`src/rtl/fifo_arb_pkg.sv`:
```
// Shared types and helpers for the FIFO write-port arbiter.
package fifo_arb_pkg;

    typedef enum logic {
        IDLE = 1'b0,
        LOCK = 1'b1
    } arb_state_t;

    localparam int STAT_W = 16;

    function automatic int clog2(input int value);
        int w;
        w = 1;
        while ((1 << w) < value) begin
            w = w + 1;
        end
        return w;
    endfunction

endpackage

```
`src/rtl/fifo_wr_arbiter_rr_pick.sv`:
```
// Combinational rotate-priority picker: first set request strictly above i_ptr, with wrap.
module rr_pick
    import fifo_arb_pkg::*;
#(
    parameter int N  = 4,
    parameter int PW = clog2(N)
) (
    input  logic [N-1:0]  i_req,
    input  logic [PW-1:0] i_ptr,
    output logic [N-1:0]  o_pick,
    output logic          o_valid
);

    logic [PW-1:0] w_idx;

    always_comb begin
        o_pick  = '0;
        o_valid = 1'b0;
        w_idx   = '0;
        for (int i = 1; i <= N; i++) begin
            w_idx = PW'((int'(i_ptr) + i) % N);
            if (!o_valid && i_req[w_idx]) begin
                o_pick[w_idx] = 1'b1;
                o_valid       = 1'b1;
            end
        end
    end

endmodule

```
`src/rtl/fifo_wr_arbiter.sv`:
```
// Round-robin, burst-locking arbiter for a shared FIFO write port.
// Optional per-requester beat statistics are built when FIFO_ARB_STATS_EN is defined.
module fifo_wr_arbiter
    import fifo_arb_pkg::*;
#(
    parameter int NUM_REQ   = 4,
    parameter int DWIDTH    = 8,
    parameter int MAX_BURST = 16
) (
    input  logic                      i_clk,
    input  logic                      i_rst,
    input  logic [NUM_REQ-1:0]        i_req,
    input  logic [NUM_REQ*DWIDTH-1:0] i_data,
    input  logic [NUM_REQ-1:0]        i_last,
    output logic [NUM_REQ-1:0]        o_ack,
    input  logic                      i_full,
    output logic                      o_wr,
    output logic [DWIDTH-1:0]         o_wdata,
    output logic [NUM_REQ-1:0]        o_grant,
    output logic                      o_busy,
    input  logic                      i_stat_clr,
    output logic [NUM_REQ*STAT_W-1:0] o_stat_beats
);

    // state | meaning
    // IDLE  | no grant held; picks a winner from pending requests
    // LOCK  | r_grant owns the write port until its last beat or the burst cap

    localparam int PW = clog2(NUM_REQ);
    localparam int CW = clog2(MAX_BURST);

    arb_state_t           r_state;
    arb_state_t           w_state_nxt;
    logic [NUM_REQ-1:0]   r_grant;
    logic [PW-1:0]        r_ptr;
    logic [CW-1:0]        r_cnt;

    logic [NUM_REQ-1:0]   w_pick;
    logic                 w_pick_vld;
    logic [PW-1:0]        w_gidx;
    logic [DWIDTH-1:0]    w_gdata;
    logic                 w_greq;
    logic                 w_glast;
    logic                 w_wr;
    logic                 w_rel;

    rr_pick #(
        .N  (NUM_REQ),
        .PW (PW)
    ) u_rr_pick (
        .i_req   (i_req),
        .i_ptr   (r_ptr),
        .o_pick  (w_pick),
        .o_valid (w_pick_vld)
    );

    // Grant is one-hot, so at most one lane is selected here.
    always_comb begin
        w_gidx  = '0;
        w_gdata = '0;
        w_greq  = 1'b0;
        w_glast = 1'b0;
        for (int k = 0; k < NUM_REQ; k++) begin
            if (r_grant[k]) begin
                w_gidx  = PW'(k);
                w_gdata = i_data[k*DWIDTH +: DWIDTH];
                w_greq  = i_req[k];
                w_glast = i_last[k];
            end
        end
    end

    always_comb begin
        w_state_nxt = r_state;
        w_wr        = 1'b0;
        w_rel       = 1'b0;
        case (r_state)
            IDLE: begin
                if (w_pick_vld) begin
                    w_state_nxt = LOCK;
                end
            end
            LOCK: begin
                w_wr  = w_greq & ~i_full;
                w_rel = w_wr & (w_glast | (r_cnt == CW'(MAX_BURST - 1)));
                if (w_rel) begin
                    w_state_nxt = IDLE;
                end
            end
            default: w_state_nxt = IDLE;
        endcase
    end

    always_ff @(posedge i_clk or posedge i_rst) begin
        if (i_rst) begin
            r_state <= IDLE;
        end else begin
            r_state <= w_state_nxt;
        end
    end

    // Pointer starts at the top requester so requester 0 wins the first arbitration.
    always_ff @(posedge i_clk or posedge i_rst) begin
        if (i_rst) begin
            r_grant <= '0;
            r_ptr   <= PW'(NUM_REQ - 1);
            r_cnt   <= '0;
        end else if (r_state == IDLE) begin
            if (w_pick_vld) begin
                r_grant <= w_pick;
            end
        end else if (w_rel) begin
            r_grant <= '0;
            r_ptr   <= w_gidx;
            r_cnt   <= '0;
        end else if (w_wr) begin
            r_cnt <= r_cnt + 1'b1;
        end
    end

    assign o_wr    = w_wr;
    assign o_ack   = w_wr ? r_grant : '0;
    assign o_wdata = (r_state == LOCK) ? w_gdata : '0;
    assign o_grant = r_grant;
    assign o_busy  = (r_state == LOCK);

`ifdef FIFO_ARB_STATS_EN
    logic [STAT_W-1:0] r_stat [NUM_REQ];

    // Clear has priority over a coincident increment; counters saturate.
    always_ff @(posedge i_clk or posedge i_rst) begin
        if (i_rst) begin
            for (int k = 0; k < NUM_REQ; k++) begin
                r_stat[k] <= '0;
            end
        end else if (i_stat_clr) begin
            for (int k = 0; k < NUM_REQ; k++) begin
                r_stat[k] <= '0;
            end
        end else begin
            for (int k = 0; k < NUM_REQ; k++) begin
                if (o_ack[k] && (r_stat[k] != '1)) begin
                    r_stat[k] <= r_stat[k] + 1'b1;
                end
            end
        end
    end

    for (genvar k = 0; k < NUM_REQ; k++) begin : g_stat_out
        assign o_stat_beats[k*STAT_W +: STAT_W] = r_stat[k];
    end
`else
    logic w_unused_stat_clr;

    assign w_unused_stat_clr = i_stat_clr;
    assign o_stat_beats      = '0;
`endif

endmodule
```
`config.mk`:
```
export PLATFORM = sky130hd
export DESIGN_NAME = fifo_wr_arbiter
export DESIGN_NICKNAME = d
export VERILOG_FILES = /design/src/rtl/fifo_arb_pkg.sv /design/src/rtl/fifo_wr_arbiter_rr_pick.sv /design/src/rtl/fifo_wr_arbiter.sv
export SDC_FILE = /design/constraint.sdc
export NUM_CORES = 1
export LEC_CHECK = 0
export ABC_AREA = 1
export BUFFER_PORTS_ARGS = -buffer_cell sky130_fd_sc_hd__buf_2
export CORE_MARGIN = 2
export CORE_UTILIZATION = 42
export CTS_CLUSTER_DIAMETER = 150
export DETAILED_ROUTE_END_ITERATION = 7
export PLACE_DENSITY = 0.88
export SLEW_MARGIN = 0
export SYNTH_ARGS = -nofsm -noshare
export SYNTH_HDL_FRONTEND = slang
export SYNTH_SLANG_ARGS = --single-unit
export TNS_END_PERCENT = 10
```
`constraint.sdc`:
```
create_clock -name i_clk -period 2.8 [get_ports i_clk]
set_input_delay 0.7 -clock i_clk [delete_from_list [all_inputs] [get_ports i_clk]]
set_output_delay 0.7 -clock i_clk [all_outputs]
set_load 0.1 [all_outputs]
```
==> impl_results.md <==
- Status: finished clean
- Drc violations: 0
- DR vias: 1735
- Hpwl dp: 3430 µm
- Placed Area: 2060 µm²
- CP Capture Type: output port
- Post-route cell area: 2100 µm²
- Row cnt: 23
- CTS tree: yes
- # setup viols final: 0
- Slowest-stage cell, CP: dfrtp_4
- CP Buf/Inv Count: 1
- Max Buffers Root-to-Sink: 2
- First-pass GRT wire length: 6860 µm
- Syn_area_per_cell: 6.99 µm²
- Initial antenna violation count: 0
- H-tree Lvls: 1
- CORE AREA: 4060 µm²
- Maximum VDD drop: 0.486 mV
- Fin crit period: 2.61 ns
- Largest net degree at the start of global routing: 15
- Area delta synth->final: 17.5%
- Drt total wl: 4240 µm
- P per Cell Area: 1310 nW/µm²
- Port-buffer cells: 60
- Vias per cell: 4.74
- Reg2reg path depth: 11
- Sequential share of the synthesized area: 15.5%
- Starting Density: 44.1%
- Diodes inserted: 0
- Post-synth cell types: 31
- Worst path max stage delay: 0.56 ns
- Ports: 126
- Clock Skew: 0.00104 ns
- CP Max Fanout: 14
- Grt ovf: 0
- Post-DRT Antenna Nets: 0
- Initial DRC count: 54
- Fraction of layout cells with a size suffix above 1: 33.5%
- Most frequent cells in the layout: conb_1 (64), buf_2 (56), nand2_1 (52)
- Syn Std Cell Area: 1790 µm²
- Critical path depth: 4
- Post-CTS Resized: 0
- Clock Latency Late Sink: 0.24 ns
- Fmax: 383 MHz
- Hold Buf Count CTS: 0
- WL/cell: 11.6 µm
- Die height: 69.3 µm
- Number of global-route vias before repair: 1549
- Final hold vios: 0
- Reg clk slew, reported paths: 0.05 ns
- Die Span X: 69.3 µm
- Critical Path RT: 2.10 ns
- Register bit total from synthesis: 11
- Number of max-cap violations: 0
- Worst Path Arrival: 1.91 ns
- HP Class: in2async
- RSZ-0062 raised after global routing: false
- Clock root cell: clkbuf_8
- Fin Hold WS: 0.446 ns
- DRT Pass-1 Iters: 4
- Gr usage total: 16.9%
- Pleak: 1.13 nW
- CP top delay family: flip-flops
- Clk sinks: 11
- Final GP Congestion: 0.978
- Slew Limit Fails: 0
- Layout Nets: 370
- Gate Count Post-Synth: 256
- Post-CTS Setup Bufs: 0
- Worst Setup Start Kind: flip-flop
- Tcrit/Tclk final: 93.2%
- Total CTS buffers: 3
- Yosys warning count: 0
- Worst path cell trace: nor2_4 > a21oi_2 > nor2_8 > buf_2
- Commonest non-fill, non-tap cell in the layout: conb_1
- Die area: 4800 µm²
- Setup Crit Path Kind: reg2out
- Setup TNS: 0 ns
==> worst register-to-register path: cells and delay by family, from the launching register on <==
family / cells / cell delay, ns
simple gates: 8 / 0.82
fa+ha+maj: 1 / 0.37
buf+inv: 2 / 0.32
flops: 1 / 0.63
==> synthesized netlist by cell type <==
library cell,count,area [µm²]
a21oi_1,8,40.0
a21oi_2,1,8.76
a22oi_1,6,45.0
a311oi_1,2,17.5
buf_2,2,10.0
buf_4,66,495
buf_6,1,11.3
conb_1,1,3.75
dfrtp_1,9,225
dfstp_2,2,52.6
ha_1,9,113
inv_1,20,75.1
inv_2,2,7.51
inv_4,1,6.26
nand2_1,52,195
nand2_2,4,25.0
nand2_4,3,33.8
nand3_1,30,150
nand3_4,2,35.0
nor2_1,14,52.6
nor2_2,1,6.26
nor2_4,2,22.5
nor2_8,1,20.0
o211ai_4,1,21.3
o21a_1,1,7.51
o21ai_0,3,15.0
o21ai_1,2,10.0
o21ai_2,2,17.5
o221ai_1,6,52.6
o22ai_1,1,6.26
xor2_1,1,8.76
==> sequential cells by signal, indices dropped and copies added, names as in the netlist <==
signal,cells
o_busy,1
r_ptr,2
o_grant,4
r_cnt,4
==> worst paths after layout <==
path | start | endpoint | slack (ns)
setup / recovery | o_grant[1]$_DFFE_PP0P_ | o_wr | 0.19
hold / removal | i_rst | r_cnt[3]$_DFFE_PP0P_ | 0.45
setup reg to reg | r_ptr[1]$_DFFE_PP1P_ | o_grant[2]$_DFFE_PP0P_ | 0.61
hold reg to reg | r_cnt[0]$_DFFE_PP0P_ | r_cnt[0]$_DFFE_PP0P_ | 0.51
max in group asynchronous | i_rst | o_grant[1]$_DFFE_PP0P_ | 2.02
min in group i_clk | r_cnt[0]$_DFFE_PP0P_ | r_cnt[0]$_DFFE_PP0P_ | 0.51
==> report_power, final <==
group          leakage (nW)  internal (mW)  switching (mW)  total (mW)
clock network        0.0228         0.0999          0.0596       0.160
logic                 0.978          0.446            1.81        2.25
registers             0.128          0.234           0.106       0.340
total                  1.13          0.780            1.97        2.75
==> cell families (layout without fill, tap and decap cells) <==
group | count (synthesis) | in the layout | synth area share (%)
other cells | 1 | 64 | 0.209
simple gates | 109 | 109 | 30.2
fa+ha+maj | 9 | 9 | 6.29
buf+inv | 92 | 89 | 33.8
flops | 11 | 11 | 15.5
xor+xnor | 1 | 1 | 0.489
compound gates | 33 | 33 | 13.5
==> final cells by class <==
cell class,count,area [µm²]
fill,399,1950
multi-input combinational,216,1230
timing repair buffer,62,375
sequential,11,294
inverter,23,97.6
tap,50,62.6
clock buffer,4,45.0
==> per-layer routing <==
metal / share of wire (%) / global-route usage [%] / up-vias
met4: 0.78 / 4.14 / 0
li1: - / - / 829
met3: 9.1 / 4.80 / 6
met1: 39 / 19.9 / 801
met5: 0 / 0 / -
met2: 51 / 30.0 / 99
==> stage by stage <==
stage	std cells	total power, mW	setup slack (ns)	util, %
after floorplan	319	2.35	0.0121	-
after global placement	362	2.55	0.345	50.7
after detailed placement	362	2.58	0.322	50.7
after CTS	366	2.75	0.195	51.8
after global routing	366	2.90	0.125	51.8
final	366	2.75	0.191	51.8
No activity file was read; power rests on OpenSTA's default activity.
